===== config.mk =====
export PLATFORM = sky130hd
export DESIGN_NAME = autoanim_multi_flat
export DESIGN_NICKNAME = d
export VERILOG_FILES = /design/src/rtl/autoanim_pkg.sv /design/src/rtl/autoanim_if.sv /design/src/rtl/autoanim_channel.sv /design/src/rtl/autoanim_multi.sv /design/src/flat_wrapper.sv
export SDC_FILE = /design/constraint.sdc
export NUM_CORES = 1
export LEC_CHECK = 0
export CORE_UTILIZATION = 44
export DETAILED_ROUTE_END_ITERATION = 10
export PLACE_DENSITY = 0.83
export SLEW_MARGIN = 0
export SYNTH_ARGS = -nofsm -noshare
export SYNTH_HDL_FRONTEND = slang
export SYNTH_SLANG_ARGS = --single-unit

===== constraint.sdc =====
create_clock -name CLK -period 1.83 [get_ports CLK]
set_input_delay 0.366 -clock CLK [delete_from_list [all_inputs] [get_ports CLK]]
set_output_delay 0.366 -clock CLK [all_outputs]
set_load 0.05 [all_outputs]

===== src/rtl/autoanim_pkg.sv =====
// autoanim_pkg: shared constants for the multi-channel auto-animation counter.
//   - AA_MODE_WRAP / AA_MODE_PINGPONG : encodings of a CH_MODE bit
//   - aa_dir_e                        : ping-pong direction (up / down)
//   - AA_* width constants            : default parameter values
package autoanim_pkg;

    localparam int AA_CHANNELS   = 2;
    localparam int AA_PRESCALE_W = 8;
    localparam int AA_COUNT_W    = 3;

    localparam logic AA_MODE_WRAP     = 1'b0;
    localparam logic AA_MODE_PINGPONG = 1'b1;

    typedef enum logic {
        AA_DIR_UP   = 1'b0,
        AA_DIR_DOWN = 1'b1
    } aa_dir_e;

endpackage


===== src/rtl/autoanim_if.sv =====
// autoanim_if: bus bundle between the frame-timing logic and the animation block.
//   master : drives FRAME_TICK, CH_EN, CH_SYNC, CH_SPEED, CH_LIMIT, CH_MODE;
//            receives AA_COUNT, AA_STEP
//   slave  : the animation block (autoanim_multi)
// Signalling: there is no valid/ready pair. FRAME_TICK and CH_SYNC are
// single-CLK pulses that are acted on at the rising edge that samples them;
// the configuration buses are level signals sampled live on every edge.
// AA_STEP is a single-CLK pulse that rises with the new AA_COUNT value.
interface autoanim_if
    import autoanim_pkg::*;
#(
    parameter int CHANNELS   = AA_CHANNELS,
    parameter int PRESCALE_W = AA_PRESCALE_W,
    parameter int COUNT_W    = AA_COUNT_W
);
    logic                           FRAME_TICK;
    logic [CHANNELS-1:0]            CH_EN;
    logic [CHANNELS-1:0]            CH_SYNC;
    logic [CHANNELS*PRESCALE_W-1:0] CH_SPEED;
    logic [CHANNELS*COUNT_W-1:0]    CH_LIMIT;
    logic [CHANNELS-1:0]            CH_MODE;
    logic [CHANNELS*COUNT_W-1:0]    AA_COUNT;
    logic [CHANNELS-1:0]            AA_STEP;

    modport master (
        output FRAME_TICK, CH_EN, CH_SYNC, CH_SPEED, CH_LIMIT, CH_MODE,
        input  AA_COUNT, AA_STEP
    );

    modport slave (
        input  FRAME_TICK, CH_EN, CH_SYNC, CH_SPEED, CH_LIMIT, CH_MODE,
        output AA_COUNT, AA_STEP
    );
endinterface


===== src/rtl/autoanim_channel.sv =====
// autoanim_channel: one animation channel (prescaler + tile index + direction).
//   CLK, nRESET : clock, asynchronous active-low reset
//   frame_tick  : one-CLK frame pulse
//   en, sync    : run enable, resync pulse (sync has priority)
//   speed       : frames-per-step minus 1
//   limit       : last index of the sequence
//   mode        : AA_MODE_WRAP / AA_MODE_PINGPONG
//   count, step : registered tile index, one-CLK step pulse
// Optional feature macro: AA_PINGPONG_EN (adds the direction flop and honours
// mode). Without it every channel wraps and mode is ignored.
module autoanim_channel
    import autoanim_pkg::*;
#(
    parameter int PRESCALE_W = AA_PRESCALE_W,
    parameter int COUNT_W    = AA_COUNT_W
) (
    input  logic                  CLK,
    input  logic                  nRESET,
    input  logic                  frame_tick,
    input  logic                  en,
    input  logic                  sync,
    input  logic [PRESCALE_W-1:0] speed,
    input  logic [COUNT_W-1:0]    limit,
    input  logic                  mode,
    output logic [COUNT_W-1:0]    count,
    output logic                  step
);

    logic [PRESCALE_W-1:0] prescaler;
    logic [COUNT_W-1:0]    count_nxt;

`ifdef AA_PINGPONG_EN
    aa_dir_e dir;
    aa_dir_e dir_nxt;

    // Next index for a step. LIMIT=0 pins the index at 0 in both modes; the
    // ">=" compares keep the index from running past a LIMIT that was lowered
    // below the current count.
    always_comb begin
        count_nxt = count;
        dir_nxt   = dir;
        if (limit == '0) begin
            count_nxt = '0;
            dir_nxt   = AA_DIR_UP;
        end else if (mode == AA_MODE_PINGPONG) begin
            if (dir == AA_DIR_UP) begin
                if (count >= limit) begin
                    dir_nxt   = AA_DIR_DOWN;
                    count_nxt = limit - COUNT_W'(1);
                end else begin
                    count_nxt = count + COUNT_W'(1);
                end
            end else begin
                if (count == '0) begin
                    dir_nxt   = AA_DIR_UP;
                    count_nxt = COUNT_W'(1);
                end else begin
                    count_nxt = count - COUNT_W'(1);
                end
            end
        end else begin
            // Wrap mode leaves dir untouched so a later switch back to
            // ping-pong resumes in the same direction.
            count_nxt = (count >= limit) ? '0 : count + COUNT_W'(1);
        end
    end
`else
    logic unused_mode;
    assign unused_mode = mode;

    always_comb begin
        count_nxt = (count >= limit) ? '0 : count + COUNT_W'(1);
    end
`endif

    // Prescaler counts down to 0; the tick that finds it at 0 steps and
    // reloads, so the period is speed+1 ticks and the first tick after
    // reset steps immediately.
    always_ff @(posedge CLK or negedge nRESET) begin
        if (!nRESET) begin
            prescaler <= '0;
            count     <= '0;
            step      <= 1'b0;
`ifdef AA_PINGPONG_EN
            dir       <= AA_DIR_UP;
`endif
        end else if (sync) begin
            prescaler <= speed;
            count     <= '0;
            step      <= 1'b0;
`ifdef AA_PINGPONG_EN
            dir       <= AA_DIR_UP;
`endif
        end else if (frame_tick && en) begin
            if (prescaler != '0) begin
                prescaler <= prescaler - PRESCALE_W'(1);
                step      <= 1'b0;
            end else begin
                prescaler <= speed;
                count     <= count_nxt;
                step      <= 1'b1;
`ifdef AA_PINGPONG_EN
                dir       <= dir_nxt;
`endif
            end
        end else begin
            step <= 1'b0;
        end
    end

endmodule


===== src/rtl/autoanim_multi.sv =====
// autoanim_multi: multi-channel auto-animation frame counter for the LSPC
// video path. Each channel steps a tile index once every SPEED+1 frame ticks.
//   CLK    : system clock, all state on the rising edge
//   nRESET : asynchronous active-low reset
//   bus    : autoanim_if slave (FRAME_TICK, CH_EN, CH_SYNC, CH_SPEED,
//            CH_LIMIT, CH_MODE in; AA_COUNT, AA_STEP out)
// Optional feature macro: AA_PINGPONG_EN (ping-pong sequencing per CH_MODE).
// The top only slices the packed buses; all behaviour lives in the channels.
module autoanim_multi
    import autoanim_pkg::*;
#(
    parameter int CHANNELS   = AA_CHANNELS,
    parameter int PRESCALE_W = AA_PRESCALE_W,
    parameter int COUNT_W    = AA_COUNT_W
) (
    input  logic       CLK,
    input  logic       nRESET,
    autoanim_if.slave  bus
);

    for (genvar g = 0; g < CHANNELS; g++) begin : g_ch
        autoanim_channel #(
            .PRESCALE_W (PRESCALE_W),
            .COUNT_W    (COUNT_W)
        ) u_channel (
            .CLK        (CLK),
            .nRESET     (nRESET),
            .frame_tick (bus.FRAME_TICK),
            .en         (bus.CH_EN[g]),
            .sync       (bus.CH_SYNC[g]),
            .speed      (bus.CH_SPEED[g*PRESCALE_W +: PRESCALE_W]),
            .limit      (bus.CH_LIMIT[g*COUNT_W +: COUNT_W]),
            .mode       (bus.CH_MODE[g]),
            .count      (bus.AA_COUNT[g*COUNT_W +: COUNT_W]),
            .step       (bus.AA_STEP[g])
        );
    end

endmodule


===== src/flat_wrapper.sv =====
// flat-port wrapper written by rule: the top's interface ports become plain ports
module autoanim_multi_flat import autoanim_pkg::*;
#(
    parameter int CHANNELS   = AA_CHANNELS,
    parameter int PRESCALE_W = AA_PRESCALE_W,
    parameter int COUNT_W    = AA_COUNT_W
)
  (CLK, nRESET, bus_FRAME_TICK, bus_CH_EN, bus_CH_SYNC, bus_CH_SPEED, bus_CH_LIMIT, bus_CH_MODE, bus_AA_COUNT, bus_AA_STEP);
  autoanim_if #(.CHANNELS(CHANNELS), .PRESCALE_W(PRESCALE_W), .COUNT_W(COUNT_W)) bus_i ();
  input  logic CLK;
  input  logic nRESET;
  input wire logic [$bits(bus_i.FRAME_TICK)-1:0] bus_FRAME_TICK;
  input wire logic [$bits(bus_i.CH_EN)-1:0] bus_CH_EN;
  input wire logic [$bits(bus_i.CH_SYNC)-1:0] bus_CH_SYNC;
  input wire logic [$bits(bus_i.CH_SPEED)-1:0] bus_CH_SPEED;
  input wire logic [$bits(bus_i.CH_LIMIT)-1:0] bus_CH_LIMIT;
  input wire logic [$bits(bus_i.CH_MODE)-1:0] bus_CH_MODE;
  output wire logic [$bits(bus_i.AA_COUNT)-1:0] bus_AA_COUNT;
  output wire logic [$bits(bus_i.AA_STEP)-1:0] bus_AA_STEP;
  assign bus_i.FRAME_TICK = bus_FRAME_TICK;
  assign bus_i.CH_EN = bus_CH_EN;
  assign bus_i.CH_SYNC = bus_CH_SYNC;
  assign bus_i.CH_SPEED = bus_CH_SPEED;
  assign bus_i.CH_LIMIT = bus_CH_LIMIT;
  assign bus_i.CH_MODE = bus_CH_MODE;
  assign bus_AA_COUNT = bus_i.AA_COUNT;
  assign bus_AA_STEP = bus_i.AA_STEP;
  autoanim_multi #(.CHANNELS(CHANNELS), .PRESCALE_W(PRESCALE_W), .COUNT_W(COUNT_W)) u_core (.CLK(CLK), .nRESET(nRESET), .bus(bus_i));
endmodule

Word-level counts from Yosys, hierarchy flattened

Cells that the tools add are included.

Bits in writable memories: 0
Latch bits: 0
Bits in read-only memories: 0
Register bits: 24
Output and inout port bits: 8
Memories: 0
Input bits: 31

Bitwise logic cells: 0
Multiply operators: 0
Magnitude comparators: 2
Divide/modulo/power cells: 0
Reduce and logical (&&, ||, !) cells: 8
Eq/ne operators: 2
Add/subtract/negate cells: 4
Shift operators: 0
Muxes and demuxes: 20

Operators by type and width:

| cell                  | count |
|---|---|
| $mux W8               | 6 |
| $mux W3               | 8 |
| $reduce_bool A8 Y1    | 2 |
| $sub A8 B1 Y8 const B | 2 |
| $add A3 B1 Y3 const B | 2 |
| $ge A3 B3 Y1          | 2 |
| $mux W1               | 6 |
| $ne A2 B2 Y1 const B  | 2 |
| $reduce_and A2 Y1     | 2 |
| $reduce_bool A2 Y1    | 2 |
| $logic_and A1 B1 Y1   | 2 |

Depth between registers and ports, before layout

Gate-level depths: netlist of run 1.

Depth in word-level cells: 5
Depth in mapped cells: 7

Modules after synthesis

A second synthesis of run 1 with hierarchy kept.

Cells, all modules: 184
Area, all modules: 1,604.0 um^2

Modules (own cells, without submodules):

| module           | seq. area each (um^2) | times used | area each (um^2) | cells an instance |
|---|---|---|---|---|
| autoanim_channel | 300.3                 | 2          | 802.0            | 92 |

Least setup slack after synthesis of run 1

OpenSTA, ideal clock, no wires.

Path type: reg2reg
Start: register u_core.g_ch[1].u_channel.count[0]
End: register u_core.g_ch[1].u_channel.count[2]
Setup time: 0.091 ns
Data arrival time: 2.009 ns
Cell stages (with the launch flop): 7
Path buffers: 0
Slack: -0.270 ns
Cell sequence: dfrtp_1 -> inv_1 -> ha_1 -> nor2b_1 -> o21ai_0 -> or4b_2 -> o221ai_1

Longest elaborated chain between the ends: 5

RTL lines:

| what                                          | RTL line                | text |
|---|---|---|
| start, declared                               | autoanim_channel.sv:25  | `output logic [COUNT_W-1:0] count,` |
| start signal, assigned                        | autoanim_channel.sv:100 | `count <= count_nxt;` |
| $add A3 B1 Y3 or $ge A3 B3 Y1 (tied branches) | autoanim_channel.sv:72  | `count_nxt = (count >= limit) ? '0 : count + COUNT_W'(1);` |
| $mux W3 (*)                                   | autoanim_channel.sv:72  |  |
| $mux W3 (*)                                   | autoanim_channel.sv:95  | `if (prescaler != '0) begin` |
| $mux W3 (*)                                   | autoanim_channel.sv:94  | `end else if (frame_tick && en) begin` |
| $mux W3 (*)                                   | autoanim_channel.sv:87  | `end else if (sync) begin` |

Every way passes the cells marked *; elsewhere a longest branch is shown, timed or not. The select of a mux whose other input is x is not followed.
A chain may end at the register's enable or synchronous reset.

Worst setup path in the final report of run 1

Start: register u_core.g_ch[1].u_channel.prescaler[2]
End: register u_core.g_ch[1].u_channel.prescaler[5]

Longest elaborated chain between the ends: 4

RTL lines:

| what                                                | RTL line                                       | text |
|---|---|---|
| start, declared                                     | autoanim_channel.sv:29                         | `logic [PRESCALE_W-1:0] prescaler;` |
| start signal, assigned                              | autoanim_channel.sv:88                         | `prescaler <= speed;` |
| start signal, assigned                              | autoanim_channel.sv:96                         | `prescaler <= prescaler - PRESCALE_W'(1);` |
| start signal, assigned                              | autoanim_channel.sv:99                         | `prescaler <= speed;` |
| $sub A8 B1 Y8 or $reduce_bool A8 Y1 (tied branches) | autoanim_channel.sv:96, autoanim_channel.sv:95 |  |
| $mux W8 (*)                                         | autoanim_channel.sv:95                         |  |
| $mux W8 (*)                                         | autoanim_channel.sv:94                         |  |
| $mux W8 (*)                                         | autoanim_channel.sv:87                         |  |

Marked as above.

==> reports/qor.csv, run 1 <==
metric;value;unit
vias_per_cell;5.61;
start_util;0.467;
synth.top_cell.area_share;0.376;
h-tree-depth;1;
wirelength;3630;um
worst_ir_drop_on_vdd;0.269;mV
postSynthAreaPerCell;9.02;um2
grtUsageTotal;0.202;
fin_util;0.641;
final.min_clock_period;1.74;ns
post-synth-top-count-cell;dfrtp_1;
max_slew_headroom;0.667;
timing.rr.end;u_core.g_ch[1].u_channel.prescaler[5]$_DFFE_PN0P_;
numCtsBuffers;3;
setup.worst_path.start;u_core.g_ch[1].u_channel.prescaler[2]$_DFFE_PN0P_;
synthTopCellsByCount;dfrtp_1, inv_1, a21oi_1;
yosys-top-cells-area;dfrtp_1, ha_1, a21oi_1, o21ai_0, inv_1;
asyncSetResetFlopFracSynth;1.00;
number_of_top_level_design_ports;39;
die_area;0.00387;mm2
die-width;62.2;um
synth.ff_latch_count;24;
main_combinational_cell_family_by_area_after_synthesis;compound AO/OA/AOI/OAI gates;
clkLatencyLatePin;0.31;ns
stdcell_area;0.00219;mm2
dpl.hpwl;2850;um
setup.worst_path.end_class;flop;
tightest_slew;0.498;ns
n_antenna_cell;0;
cts_root_buf;clkbuf_4;
core_region_area;0.00342;mm2
detail_route.drc_violations;0;
drt_first_iter_violations;70;
synth-xor-area-share;0;
floorplan.rows;21;
synth_enable_flop_cells;0;
startpoint_of_the_worst_register_to_register_path;u_core.g_ch[1].u_channel.prescaler[2]$_DFFE_PN0P_;
clockBufferDepth;2;
yosys-mux-area-fraction;0.00705;
route.detailed.wl_per_inst;13.2;um
yosys.cell_types.count;36;
slew_viol_final;0;
place_area;0.00212;mm2
synth_nets;220;
port_buffers;36;
worst-r2r-setup-slack;0.09;ns
path_class;reg -> reg;
grt_max_degree;25;
seq_area_frac_synth;0.376;
grt_pass1_vias;1453;
clock_skew;0.00402;ns
post_route_cells_drive_above_1_share;0.189;
synth_area_leader_cell;dfrtp_1;
syn2layout_area_growth;37.1;%
synth_warnings;0;
gr-total-overflow;0;
drtPass1Iterations;4;
outcome;completed;
tritoncts_sink_count;24;
synth_top_flop_cell;dfrtp_1;
netlist_area;0.00160;mm2
final_nets;272;
max-cap-violations;0;
grt_antenna_before_repair;0;
p_per_area;620;mW/mm2
grt_first_pass_wirelength;6350;um
worstHoldPathType;in -> async;
timing.fmax;573;MHz
length_in_cells_of_the_worst_reg_to_reg_path;5;
timing.critical_path.from_type;flop;
gp_congestion;0.871;
crit_fanout;7;
cts_tree;yes;
final-setup-viol-count;0;
synthesis.instances;177;
leakage_power_figure;0.978;nW
die_height;62.2;um
hold_violations;0;
route.vias.total;1537;
synth_compound_area_frac;0.242;
cts.reportedPaths.clkPinSlew;0.14;ns
synthAdderAreaFrac;0.0940;
post-route-period-util;0.953;
synth_area_in_simple_gates;0.214;
worst_endpoint_required_time;2.04;ns
worst-endpoint-arrival;1.95;ns
final_antenna_net_count;0;
cell type report:
class | instances | area, um2
Clock buffer | 4 | 26.3
Multi-Input combinational cell | 127 | 941
Inverter | 18 | 67.6
Tap cell | 46 | 57.6
Fill cell | 298 | 1230
Timing Repair Buffer | 55 | 493
Sequential cell | 24 | 604
stage by stage:
stage	hold WS, ns	power, mW	std cells	setup slack (ns)	TNS [ns]
floorplan	0.0704	0.913	177	0.0139	0
global placement	0.502	1.08	270	-0.183	-0.467
detailed placement	0.511	1.10	270	-0.262	-0.827
CTS	0.398	1.35	274	0.00291	0
global route	0.423	1.45	274	-0.00313	-0.00537
finish	0.394	1.36	274	0.0859	0
power by group:
| part | internal, mW | switching (mW) |
|---|---|---|
| clock | 0.0851 | 0.162 |
| sequential | 0.601 | 0.0929 |
| combinational | 0.212 | 0.205 |
| total | 0.898 | 0.460 |
how the worst max path moves through the flow:
stage / end / slack (ns) / cells after the start
CTS: bus_AA_STEP[0] / 0.003 / 1
global placement: u_core.g_ch[1].u_channel.count[2]$_DFFE_PN0P_ / -0.18 / 7
detailed placement: u_core.g_ch[1].u_channel.count[2]$_DFFE_PN0P_ / -0.26 / 7
global route: u_core.g_ch[1].u_channel.count[1]$_DFFE_PN0P_ / -0.003 / 7
finish: u_core.g_ch[1].u_channel.prescaler[5]$_DFFE_PN0P_ / 0.09 / 5
floorplan: u_core.g_ch[0].u_channel.count[2]$_DFFE_PN0P_ / 0.01 / 6
logic make-up after synthesis:
logic type	count (synthesis)
AOI/OAI and AO/OA	58
adders and majority gates	12
buffers and inverters	26
DFF	24
muxes	1
and+or+nand+nor	56
placed cells by master, fill, tap and decap left out, types with 2 or more instances in the layout:
| master | synthesis | final |
|---|---|---|
| o32a_1 | 2 | 2 |
| nand3b_1 | 4 | 4 |
| dfrtp_1 | 24 | 21 |
| buf_4 | 2 | 25 |
| a21oi_1 | 17 | 16 |
| o2bb2a_1 | 4 | 4 |
| nand2_1 | 14 | 14 |
| dlymetal6s2s_1 | 0 | 2 |
| o22a_1 | 2 | 2 |
| o221ai_1 | 4 | 3 |
| o211ai_1 | 2 | 2 |
| inv_1 | 18 | 17 |
| a22oi_1 | 3 | 3 |
| clkbuf_4 | 0 | 3 |
| o311ai_0 | 3 | 2 |
| a21o_1 | 4 | 4 |
| nand4_1 | 2 | 2 |
| nor2_1 | 7 | 6 |
| nor3b_1 | 3 | 2 |
| a22o_1 | 2 | 2 |
| nand4b_1 | 3 | 3 |
| or3_1 | 2 | 2 |
| ha_1 | 12 | 11 |
| nor2b_1 | 2 | 2 |
| o21ai_0 | 14 | 13 |
| nor3_1 | 2 | 2 |
| clkdlybuf4s50_1 | 0 | 28 |
| dfrtp_2 | 0 | 3 |
| nand3_1 | 10 | 10 |
routing by layer:
metal / wire length, um / GRT usage / vias to the layer above
met1: 1630 / 0.276 / 737
met2: 1820 / 0.328 / 36
li1: - / - / 760
met4: 43 / 0.0727 / 0
met5: 0 / 0 / -
met3: 128 / 0.0257 / 4
worst max-delay path, stage by stage, from the launching register on:
cell and delay (ns):
dfrtp_1 0.48, nor4_4 0.46, a21oi_2 0.16, buf_4 0.19, o21ai_0 0.13, o2bb2a_1 0.22
state kept, by name, indices dropped and copies added (netlist names):
name and count:
u_core.g_ch.u_channel.prescaler 16, u_core.g_ch.u_channel.count 6, u_core.g_ch.u_channel.step 2
timing repair:
action,4_1_cts,5_1_grt
buffers inserted,0,0
resized for setup,0,9
hold buffers,0,0
endpoints found under the setup margin,0,15
(Power assumes the default switching activity.)
==> run 2, diff against run 1 <==
--- a/config.mk
+++ b/config.mk
@@ -7,6 +7,7 @@
 export LEC_CHECK = 0
 export CORE_UTILIZATION = 44
 export DETAILED_ROUTE_END_ITERATION = 10
+export GPL_TIMING_DRIVEN = 0
 export PLACE_DENSITY = 0.83
 export SLEW_MARGIN = 0
 export SYNTH_ARGS = -nofsm -noshare
==> run 2 against run 1 <==
  * Sequential power is 0.7% higher
  * Count of clock-buffer cells in the layout fell by 1
  * Critical path depth increased by 2
  * Flip-flop and latch count is the same
  * First-iteration DRC count down 23%
  * Clock skew rose by 0.0048 ns
  * Design area decreased by 3.8%
  * Critical endpoint is now u_core.g_ch[0].u_channel.count[0]$_DFFE_PN0P_
==> reports/qor.csv, run 2 (synthesis results as in run 1) <==
metric;value;unit
timing.fmax;577;MHz
holdBufCountCts;0;
route.detailed.wl_per_inst;13.5;um
max-cap-violations;0;
crit_fanout;10;
multiInputGateArea;942;um2
floorplan.rows;21;
worst_endpoint_required_time;2.06;ns
cts_tree;yes;
die-width;62.2;um
p_per_area;707;mW/mm2
grt_max_degree;25;
detail_route.drc_violations;0;
clkLatencyLatePin;0.33;ns
place_area;0.00201;mm2
post_route_cells_drive_above_1_share;0.130;
worstHoldPathType;in -> reg;
clock_skew;0.00884;ns
worst_ir_drop_on_vdd;0.346;mV
h-tree-depth;1;
rsz0062_at_grt;yes;
wirelength;3530;um
setup.worst_path.end_class;flop;
tritoncts_sink_count;24;
number_of_top_level_design_ports;39;
drt_first_iter_violations;54;
final_antenna_net_count;0;
commonest_cells_after_routing_fill_and_taps_aside;clkdlybuf4s50_1, dfrtp_1, a21oi_1, inv_1, nand2_1;
outcome;completed;
final_nets;260;
totalNegativeSetupSlack;0;ns
final_critical_path_setup_slack;0.0973;ns
worst-endpoint-arrival;1.97;ns
die_height;62.2;um
grt_pass1_vias;1471;
layout.cells.most_common;clkdlybuf4s50_1;
grt_antenna_before_repair;0;
hold_violations;0;
num-fill-cells;311;
final-setup-viol-count;0;
slew_viol_final;0;
grtUsageTotal;0.203;
dpl.hpwl;2580;um
n_antenna_cell;0;
drtPass1Iterations;4;
final.min_clock_period;1.73;ns
stdcell_area;0.00211;mm2
depth_of_the_worst_hold_timing_path;2;
gr-total-overflow;0;
grt_first_pass_wirelength;6340;um
largest_registers;u_core.g_ch.u_channel.prescaler x16, u_core.g_ch.u_channel.count x6, u_core.g_ch.u_channel.step x2;
cts_root_buf;clkbuf_4;
dpl_worst_slack;-0.289;ns
vias_per_cell;5.66;
numCtsBuffers;3;
post-route-period-util;0.947;
die_area;0.00387;mm2
leakage_power_figure;0.928;nW
syn2layout_area_growth;32.0;%
port_buffers;34;
max_slew_headroom;0.283;
gp_congestion;0.844;
length_in_cells_of_the_worst_reg_to_reg_path;7;
path_class;reg -> reg;
top_register;u_core.g_ch.u_channel.prescaler;
post-layout-total-power;1.49;mW
clockBufferDepth;2;
max_reg_flops;16;
sequential_cell_area;604;um2
core_region_area;0.00342;mm2
cts.reportedPaths.clkPinSlew;0.14;ns
tightest_slew;1.07;ns
start_util;0.467;
route.vias.total;1483;
timing.critical_path.from_type;flop;
-- run 2: through the flow --
step | utilization | hold WS, ns | cells
after CTS | 0.608 | 0.399 | 261
final | 0.617 | 0.400 | 262
after global placement | 0.590 | 0.504 | 257
after floorplan | - | 0.0704 | 177
after global routing | 0.617 | 0.425 | 262
after detailed placement | 0.590 | 0.532 | 257
-- run 2: where the power goes --
group,internal [mW],switching (mW)
combinational,0.191,0.201
sequential,0.601,0.0984
clock,0.222,0.175
-- run 2: layer usage --
| metal | up-vias | global-route usage | wire, um |
|---|---|---|---|
| li1 | 740 | - | - |
| met1 | 686 | 0.263 | 1630 |
| met2 | 44 | 0.328 | 1670 |
| met3 | 13 | 0.0221 | 112 |
| met4 | 0 | 0.116 | 113 |
| met5 | - | 0 | 0 |
-- run 2: critical path, cell delays in order, from the launching register on --
cell and delay, ns:
dfrtp_1 0.42, inv_2 0.10, ha_1 0.17, nor4b_4 0.28
a21o_1 0.17, buf_4 0.16, nand2_1 0.08, mux2_2 0.26
-- run 2: path summary, 6_finish.rpt --
check                                                                   from  slack [ns]                                           endpoint
min                                                           bus_FRAME_TICK        0.40            u_core.g_ch[0].u_channel.step$_DFF_PN0_
max                        u_core.g_ch[0].u_channel.prescaler[0]$_DFFE_PN0P_         0.1      u_core.g_ch[0].u_channel.count[0]$_DFFE_PN0P_
min reg2reg                u_core.g_ch[1].u_channel.prescaler[1]$_DFFE_PN0P_        0.57  u_core.g_ch[1].u_channel.prescaler[1]$_DFFE_PN0P_
max reg2reg                u_core.g_ch[0].u_channel.prescaler[0]$_DFFE_PN0P_         0.1      u_core.g_ch[0].u_channel.count[0]$_DFFE_PN0P_
min in group asynchronous                                             nRESET        0.60  u_core.g_ch[0].u_channel.prescaler[1]$_DFFE_PN0P_
max in group asynchronous                                             nRESET        0.52      u_core.g_ch[1].u_channel.count[2]$_DFFE_PN0P_
-- run 2: timing repair --
action / in CTS / in global routing
pin swaps: 0 / 0
buffers inserted: 0 / 1
endpoints found under the setup margin: 24 / 15
gates resized for setup: 12 / 14
-- run 2: area by class of cell --
cell class / count / share of cell area
Tap cell: 46 / 0.0273
Sequential cell: 24 / 0.287
Timing Repair Buffer: 35 / 0.160
Clock inverter: 1 / 0.0143
Inverter: 18 / 0.0321
Clock buffer: 3 / 0.0107
Multi-Input combinational cell: 127 / 0.447
Buffer: 8 / 0.0214
==> run 3, diff against run 2 <==
--- a/config.mk
+++ b/config.mk
@@ -9,6 +9,7 @@
 export DETAILED_ROUTE_END_ITERATION = 10
 export GPL_TIMING_DRIVEN = 0
 export PLACE_DENSITY = 0.83
+export REMOVE_ABC_BUFFERS = 1
 export SLEW_MARGIN = 0
 export SYNTH_ARGS = -nofsm -noshare
 export SYNTH_HDL_FRONTEND = slang
==> run 3 against run 2 <==
  * Utilization grew 0.18 points
  * Total power decreased by 7.4%
  * Critical path depth shrank 1
  * Clock skew is 0.00081 ns lower
  * Setup slack worse by 0.018 ns
  * Flip-flop and latch count did not move
  * Largest cell class unchanged
  * First-iteration DRC count rose by 46%
  * Sequential power about the same
  * Count of clock-buffer cells in the layout rose by 1
  * Fmax fell by 1.1%
==> reports/qor.csv, run 3 (synthesis results as in run 1) <==
metric;value;unit
worstHoldPathType;reg -> reg;
critPathSlowestCell;dfrtp_1;
top_register;u_core.g_ch.u_channel.prescaler;
final.min_clock_period;1.75;ns
fin_worst_hold_slack;0.562;ns
port_buffers;36;
timing.critical_path.from_type;flop;
start_util;0.467;
drt_first_iter_violations;79;
leakage_power_figure;0.921;nW
detail_route.drc_violations;0;
clkLatencyLatePin;0.33;ns
slew_viol_final;0;
grt_max_degree;25;
grt_pass1_vias;1368;
gr-total-overflow;0;
grtUsageTotal;0.186;
worst-r2r-setup-slack;0.08;ns
grt.met1_usage;0.234;
gp_congestion;0.818;
worst-endpoint-arrival;1.98;ns
totalNegativeSetupSlack;0;ns
drtPass1Iterations;4;
p_per_area;652;mW/mm2
cts_tree;yes;
largest_registers;u_core.g_ch.u_channel.prescaler x16, u_core.g_ch.u_channel.count x6, u_core.g_ch.u_channel.step x2;
final_nets;256;
path_cells;inv_1 > ha_1 > nor4b_4 > a21oi_2 > o21ai_0 > o2bb2a_1;
depth_of_the_worst_hold_timing_path;2;
floorplan.rows;21;
route.vias.total;1466;
gr-max-usage-layer;met2;
syn2layout_area_growth;32.4;%
crit_fanout;10;
max_slew_headroom;0.282;
post_route_cells_drive_above_1_share;0.104;
dpl.hpwl;2490;um
n_antenna_cell;0;
global_route.usage.met2;0.330;
hold_violations;0;
worst_ir_drop_on_vdd;0.317;mV
holdBufCountCts;0;
timing.critical_path.slowest_cell_delay;0.40;ns
timing.fmax;571;MHz
commonest_cells_after_routing_fill_and_taps_aside;clkdlybuf4s50_1, dfrtp_1, inv_1, nand2_1, a21oi_1;
cts.reportedPaths.clkPinSlew;0.14;ns
tritoncts_sink_count;24;
cts_root_buf;clkbuf_4;
length_in_cells_of_the_worst_reg_to_reg_path;6;
post-route-period-util;0.957;
global_route.usage.met3;0.0202;
grt_first_pass_wirelength;5840;um
max-cap-violations;0;
vias_per_cell;5.68;
die_area;0.00387;mm2
die-width;62.2;um
hold_path.startpoint;u_core.g_ch[1].u_channel.prescaler[1]$_DFFE_PN0P_;
outcome;completed;
startpoint_of_the_worst_register_to_register_path;u_core.g_ch[0].u_channel.prescaler[0]$_DFFE_PN0P_;
max_reg_flops;16;
numCtsBuffers;3;
worst_endpoint_required_time;2.06;ns
wirelength;3480;um
clockBufferDepth;2;
path_class;reg -> reg;
route.detailed.wl_per_inst;13.5;um
hold_path_end;u_core.g_ch[1].u_channel.prescaler[1]$_DFFE_PN0P_;
final-setup-viol-count;0;
die_height;62.2;um
tightest_slew;1.07;ns
h-tree-depth;1;
number_of_top_level_design_ports;39;
layout.cells.most_common;clkdlybuf4s50_1;
timing.rr.end;u_core.g_ch[0].u_channel.prescaler[7]$_DFFE_PN0P_;
path_delay_family;compound AO/OA/AOI/OAI gates;
core_region_area;0.00342;mm2
rsz0062_at_grt;yes;
grt_antenna_before_repair;0;
setup.worst_path.end_class;flop;
worst-path-buf-inv;1;
final_antenna_net_count;0;
clock_skew;0.00803;ns
[run 3: cell types whose count changed in the layout (fill, tap and decap cells not counted), moves of 2 or more]
| cell | delta |
|---|---|
| dfrtp_2 | -2 |
| inv_1 | +4 |
| clkdlybuf4s50_1 | +2 |
| buf_4 | -2 |
| clkbuf_1 | -4 |
| dfrtp_1 | +2 |
| inv_2 | -4 |
[run 3: how the worst max path moves through the flow]
stage,from,to,slack (ns),cells past startpoint
after CTS,u_core.g_ch[0].u_channel.prescaler[0]$_DFFE_PN0P_,u_core.g_ch[0].u_channel.count[0]$_DFFE_PN0P_,0.003,6
after global routing,u_core.g_ch[0].u_channel.prescaler[4]$_DFFE_PN0P_,u_core.g_ch[0].u_channel.prescaler[6]$_DFFE_PN0P_,-0.08,4
after floorplan,u_core.g_ch[1].u_channel.count[0]$_DFFE_PN0P_,u_core.g_ch[1].u_channel.count[2]$_DFFE_PN0P_,-0.27,6
after global placement,bus_CH_LIMIT[5],u_core.g_ch[1].u_channel.count[2]$_DFFE_PN0P_,-0.50,7
after detailed placement,bus_CH_LIMIT[5],u_core.g_ch[1].u_channel.count[2]$_DFFE_PN0P_,-0.50,7
final,u_core.g_ch[0].u_channel.prescaler[0]$_DFFE_PN0P_,u_core.g_ch[0].u_channel.prescaler[7]$_DFFE_PN0P_,0.08,6
[run 3: where the power goes]
part	internal (mW)	switching [mW]
clock	0.122	0.173
combinational	0.187	0.197
sequential	0.601	0.0997
total	0.909	0.469
[run 3: repair_timing]
action,4_1_cts,5_1_grt
setup endpoints to repair,21,16
resized for setup,14,10
buffers inserted,2,1
pin swaps,4,0
gates cloned,0,0
[run 3: cell type report]
class                   count  area [um2]
clock buffers               4        36.3
fillers                   318        1300
inverters                  18        67.6
multi-input cells         127         973
flip-flops and latches     24         602
well taps                  46        57.6
repair buffers             39         377
[run 3: layer usage]
layer | vias to the layer above | share of wire
li1 | 725 | -
met1 | 695 | 0.46
met2 | 41 | 0.49
met3 | 5 | 0.042
met4 | 0 | 0.012
met5 | - | 0
[run 3: metrics by stage]
stage	total power, mW	instances	setup WS, ns	utilization	instance area (um2)
6_report	1.38	258	0.0788	0.619	2110
2_1_floorplan	0.903	169	-0.270	-	1560
5_1_grt	1.46	258	-0.0837	0.619	2110
4_1_cts	1.35	257	0.00260	0.600	2050
3_5_place_dp	1.05	251	-0.499	0.578	1980
3_3_place_gp	1.04	251	-0.498	0.578	1980
[run 3: worst min-delay path: stages (launching register included)]
cell and delay, ns:
dfrtp_1 0.40, nand2_1 0.05, o311ai_0 0.08
